===== src/rtl/objects_mux_prio.sv =====
// Priority pixel mux over NUM_LAYERS objects plus background, with colour-key transparency,
// ball-vs-layer overlap detection and a per-frame sticky collision latch. Fixed 2-cycle pipeline.
module objects_mux_prio #(
  parameter int unsigned       NUM_LAYERS        = 4,
  parameter int unsigned       RGB_W             = 8,
  parameter logic [RGB_W-1:0]  TRANSPARENT_COLOR = {RGB_W{1'b1}},
  localparam int unsigned      IDX_W             = $clog2(NUM_LAYERS)
) (
  input  logic                        clk,
  input  logic                        resetN,
  input  logic                        startOfFrame,
  input  logic [NUM_LAYERS-1:0]       drawingRequest,
  input  logic [NUM_LAYERS*RGB_W-1:0] layerRGB,
  input  logic [NUM_LAYERS-1:0]       layerEnable,
  input  logic [RGB_W-1:0]            backGroundRGB,
  output logic [RGB_W-1:0]            RGBOut,
  output logic [IDX_W-1:0]            activeLayer,
  output logic                        activeValid,
  output logic [NUM_LAYERS-1:0]       collisionHit,
  output logic [NUM_LAYERS-1:0]       frameCollision
);

  logic [NUM_LAYERS-1:0]       w_q;
  logic [NUM_LAYERS-1:0]       w_ov;
  logic [NUM_LAYERS-1:0]       r_s1_q;
  logic [NUM_LAYERS-1:0]       r_s1_ov;
  logic [NUM_LAYERS*RGB_W-1:0] r_s1_rgb;
  logic [RGB_W-1:0]            r_s1_bg;

  logic [RGB_W-1:0]            w_sel_rgb;
  logic [IDX_W-1:0]            w_sel_idx;
  logic                        w_sel_vld;

  logic [RGB_W-1:0]            r_rgb;
  logic [IDX_W-1:0]            r_idx;
  logic                        r_vld;
  logic [NUM_LAYERS-1:0]       r_hit;
  logic [NUM_LAYERS-1:0]       r_acc;
  logic [NUM_LAYERS-1:0]       r_frame;

  // Qualification and ball overlap at the input, before any register.
  always_comb begin
    w_q  = '0;
    w_ov = '0;
    for (int k = 0; k < NUM_LAYERS; k++) begin
      w_q[k] = drawingRequest[k] & layerEnable[k] &
               (layerRGB[k*RGB_W +: RGB_W] != TRANSPARENT_COLOR);
    end
    for (int k = 1; k < NUM_LAYERS; k++) begin
      w_ov[k] = w_q[0] & w_q[k];
    end
  end

  always_ff @(posedge clk or negedge resetN) begin
    if (!resetN) begin
      r_s1_q   <= '0;
      r_s1_ov  <= '0;
      r_s1_rgb <= '0;
      r_s1_bg  <= '0;
    end else begin
      r_s1_q   <= w_q;
      r_s1_ov  <= w_ov;
      r_s1_rgb <= layerRGB;
      r_s1_bg  <= backGroundRGB;
    end
  end

  // Scan from the top down so the lowest qualified index is the last to assign.
  always_comb begin
    w_sel_rgb = r_s1_bg;
    w_sel_idx = '0;
    w_sel_vld = 1'b0;
    for (int k = NUM_LAYERS - 1; k >= 0; k--) begin
      if (r_s1_q[k]) begin
        w_sel_rgb = r_s1_rgb[k*RGB_W +: RGB_W];
        w_sel_idx = IDX_W'(k);
        w_sel_vld = 1'b1;
      end
    end
  end

  always_ff @(posedge clk or negedge resetN) begin
    if (!resetN) begin
      r_rgb <= '0;
      r_idx <= '0;
      r_vld <= 1'b0;
      r_hit <= '0;
    end else begin
      r_rgb <= w_sel_rgb;
      r_idx <= w_sel_idx;
      r_vld <= w_sel_vld;
      r_hit <= r_s1_ov;
    end
  end

  // The stage-1 pixel at the frame edge still belongs to the frame being published.
  always_ff @(posedge clk or negedge resetN) begin
    if (!resetN) begin
      r_acc   <= '0;
      r_frame <= '0;
    end else if (startOfFrame) begin
      r_frame <= r_acc | r_s1_ov;
      r_acc   <= '0;
    end else begin
      r_acc   <= r_acc | r_s1_ov;
    end
  end

  assign RGBOut         = r_rgb;
  assign activeLayer    = r_idx;
  assign activeValid    = r_vld;
  assign collisionHit   = r_hit;
  assign frameCollision = r_frame;

endmodule


===== config.mk =====
export PLATFORM = sky130hd
export DESIGN_NAME = objects_mux_prio
export DESIGN_NICKNAME = d
export VERILOG_FILES = /design/src/rtl/objects_mux_prio.sv
export SDC_FILE = /design/constraint.sdc
export NUM_CORES = 1
export LEC_CHECK = 0
export ABC_AREA = 1
export BUFFER_PORTS_ARGS = -buffer_cell sky130_fd_sc_hd__buf_4
export CAP_MARGIN = 5
export CORE_MARGIN = 2
export CORE_UTILIZATION = 55
export CTS_BUF_LIST = sky130_fd_sc_hd__clkbuf_8
export DETAILED_ROUTE_END_ITERATION = 8
export GPL_TIMING_DRIVEN = 1
export PLACE_DENSITY = 0.86
export SLEW_MARGIN = 25
export SYNTH_ARGS = -nofsm -noshare
export SYNTH_HDL_FRONTEND = slang
export SYNTH_SLANG_ARGS = --single-unit

===== constraint.sdc =====
create_clock -name clk -period 2.6 [get_ports clk]
set_input_delay 0.13 -clock clk [delete_from_list [all_inputs] [get_ports clk]]
set_output_delay 0.13 -clock clk [all_outputs]
set_load 0.05 [all_outputs]

# --- Word level (Yosys, flattened, before mapping) ---
# Cells that the tools add are included.
classes:
  n_eq_ne: 4
  n_mux: 13
  bitwise_logic: 12
op_table:
  columns: ["operator", "count"]
  rows:
  - ["two-way mux 8 bit", 4]
  - ["!= test 8 bit, second input constant", 4]
  - ["AND 1 bit", 11]
  - ["two-way mux 2 bit", 4]
  - ["two-way mux 1 bit", 4]
  - ["two-way mux 4 bit", 1]
  - ["bitwise OR 4 bit", 1]
word_totals:
  register_bits: 69
  inputBits: 51

# --- Longest topological paths before layout ---
logic_depth:
  ltp_word: 4
  depth_mapped: 6
  depth_no_buf: 5

# --- Worst setup path after synthesis ---
# No wires, ideal clock.
synth_path:
  kind: "reg-to-reg"
  startpoint: "reg r_s1_q[3]"
  endpoint: "reg r_rgb[0], in the netlist RGBOut[0]"
  setup_time_ns: 0.065
  arrival_ns: 0.846
  t_required_ns: 2.535
  setup_slack_ns: 1.689
  stages_incl_launch_ff: 7
  path_buffers: 1
  synth_period_minus_slack_ns: 0.911
  cell_sequence: "dfrtp_1 buf_6 nor2_8 nand2_1 nand3_1 nand2_1 nand2_1"
synth_between:
  elab_chain_len: 4
synth_rtl:
  columns: ["item", "line_no", "rtl"]
  rows:
  - ["start: declaration", "25", "logic [NUM_LAYERS-1:0] r_s1_q;"]
  - ["start signal: assignment", "61", "r_s1_q <= w_q;"]
  - ["two-way mux 8 bit (4 in a row)", "74", "if (r_s1_q[k]) begin"]
  - ["net w_sel_rgb[0]", "30", "logic [RGB_W-1:0] w_sel_rgb;"]
  - ["end signal: assignment", "89", "r_rgb <= w_sel_rgb;"]
  - ["end: declaration", "34", "logic [RGB_W-1:0] r_rgb;"]
# The timed path passes the listed nets, and every way through them passes these cells.
# A chain may end at the register's enable or synchronous reset.

# --- Worst setup path in the final report ---
layout_path:
  startpoint: "reg r_s1_q[2]"
  endpoint: "reg r_rgb[2], in the netlist RGBOut[2]"
layout_between:
  elab_chain_len: 3
layout_rtl:
  columns: ["item", "line_no"]
  rows:
  - ["two-way mux 8 bit (3 in a row)", "74"]
  - ["net w_sel_rgb[2]", "30"]
# The timed path passes the listed nets, and every way through them passes these cells.

==> impl_metrics.ini <==
[synth]
ys_types = 13
avgSynthCellArea_um2 = 10.80
synth_area_leaders = dfrtp_1 (72%), nand2_1 (10%), nor2_1 (6.0%), nand3_1 (3.5%), a21oi_1 (2.6%)
yosys.area.top_type = dfrtp_1
syn_inst = 215
yosysWarningCount = 0
syn_area_um2 = 2321
synth-edff-count = 0
yosysTopAreaCellShare_pct = 72.24
ys_ff_latch = 67
ys.flop_type = dfrtp_1
synthTopCellsByCount = dfrtp_1 (67), nand2_1 (62), nor2_1 (37)
yosysMostFrequentCell = dfrtp_1
ys_seq_area_share_pct = 72.24
synthArstFlopShare_pct = 100.0

[die]
num_rows = 23
start_util_pct = 57.61
die_h_um = 68.96
pin_count = 70
core_um2 = 4029
die_w_um = 68.96
dieArea_um2 = 4755

[global_route]
grt.total_usage_pct = 31.02
grt_first_pass_wirelength_um = 9998
gr-total-overflow = 0
grt_max_degree = 68
grt_antenna_before_repair = 0
grt_pass1_vias = 2022

[run_status]
status = finished clean

[detailed_routing]
ant_nets = 0
via_per_inst = 5.313
vias = 2035
routedWlPerCell_um = 16.98
wirelength_um = 6504
dr.first_iter.drc_count = 267
drc = 0
first_pass_iters = 5

[setup_path]
crit_arrival_ns = 1.56
startpoint_type = register
worstPathMaxFanout = 10
cp.required_ns = 2.82
cp_slowest_cell = dfrtp_1
critPathMaxStageDelay_ns = 0.64
worstSetupEndpointType = register
crit_chain = inv_2 -> nand3_1 -> nand3_1 -> nand2_1 -> nand2_1
crit_type = reg -> reg

[worst_hold_path]
hold_class = in -> reg

[clock_network]
path_clk_slew_ns = 0.07
cts_buffers = 9
ctsResizeCount = 0
cts_tree = yes
clk_root_buffer_cell = clkbuf_8
clk_latency_ns = 0.34
htree_levels = 3
clk_path_buf_depth = 2
clock-sinks = 67

[power]
p_leak_nw = 1.768
p_per_area_nw_per_um2 = 697.0
vdd_ir_drop_max_mv = 0.5564

[place]
hpwl_um = 3415
gp_congestion = 0.8703
placed_cells = 325
port_buffers = 67

[timing]
finalHoldViolations = 0
finalSetupViolCount = 0
max_freq_mhz = 746.6
slew-limit-headroom_pct = 46.90
fin_crit_ns = 1.339
setup-tns-final_ns = 0
worst_pin_slew_ns = 0.7964
worst_clock_skew_ns = 0.006733
fin_crit_sh_pct = 51.52
rsz0062_at_grt = no
maxSlewViolCount = 0

[final_layout]
regArea_um2 = 1677
final.fill_count = 181
drive_gt1_share_pct = 24.32
multi_input_area_um2 = 544.3
syn_to_final_growth_pct = 48.52
stdcell_count = 383
antenna_cells = 0
fin_nets = 379

[job]
maxCapViolCount = 0
[what timing repair did]
item / CTS / global route
setup buffers: 0 / 0
endpoints found under the hold margin: 110 / 0
hold buffers: 42 / 0
[cell usage in the layout (no fill, tap or decap)]
cell type,count
dfrtp_1,67
buf_4,67
nand2_1,62
dlygate4sd3_1,42
nor2_1,37
nand3_1,16
inv_1,13
a21oi_1,12
clkbuf_8,9
inv_2,2
conb_1,2
bufinv_16,2
nor2_8,1
nor3_1,1
[routing by layer]
layer	wire length [µm]	vias to the layer above	global-route usage [%]
li1	-	888	-
met1	2412	962	35.46
met2	3215	146	50.48
met3	550	39	11.53
met4	325	0	17.16
met5	0	-	0
[layout make-up]
class	instances	share of cell area, %
inverters	10	1.089
flip-flops and latches	67	48.64
repair buffers	109	26.79
multi-input cells	131	15.79
well taps	50	1.815
clock inverters	7	2.287
clock buffers	9	3.593
[flip-flops by register name (all words and copies together) (netlist names)]
name,cells
r_s1_ov,3
r_s1_bg,8
frameCollision,3
activeValid,1
r_acc,3
r_s1_rgb,32
collisionHit,3
r_s1_q,4
RGBOut,8
activeLayer,2
[per-stage QoR]
step           util [%]  total power, mW  hold slack (ns)  instance area [µm²]  worst slack (ns)
2_1_floorplan         -            1.317          -0.1656                 2325             1.689
3_3_place_gp      70.09            1.450           0.2400                 2824             1.435
3_5_place_dp      70.09            1.456           0.2403                 2824             1.409
4_1_cts           85.56            2.392          0.08188                 3447             1.369
5_1_grt           85.56            2.492           0.1481                 3447             1.195
6_report          85.56            2.402          0.08812                 3447             1.261
[critical path: cells and delay by family, from the launching register on]
family | cells | cell delay [ns]
simple gates | 4 | 0.40
flops | 1 | 0.64
buf+inv | 1 | 0.18
[report_power, final]
part           switching, mW  total (mW)  internal (mW)
Sequential            0.0410        1.15           1.10
Combinational          0.213       0.364          0.151
Clock                  0.370       0.893          0.523
Total                  0.624        2.40           1.78
[cell families (layout without fill, tap and decap cells)]
| kind of cell | count (synthesis) | in the layout | synth area share [%] |
|---|---|---|---|
| other cells | 1 | 2 | 0.1616 |
| flops | 67 | 67 | 72.24 |
| compound gates | 12 | 12 | 2.588 |
| buf+inv | 18 | 135 | 4.474 |
| simple gates | 117 | 117 | 20.54 |
[worst paths after layout]
| kind | cells after the start | slack (ns) | end | start |
|---|---|---|---|---|
| max reg2reg | 5 | 1.26 | RGBOut[2] | r_s1_q[2] |
| min in group asynchronous | 2 | 0.43 | r_s1_rgb[20] | resetN |
| min reg2reg | 0 | 0.39 | collisionHit[1] | r_s1_ov[1] |
| max in group asynchronous | 2 | 1.65 | r_s1_rgb[6] | resetN |
| max | 5 | 1.26 | RGBOut[2] | r_s1_q[2] |
| min | 5 | 0.09 | r_s1_q[1] | layerEnable[1] |
Note: power is estimated with default switching activity, not from simulation.
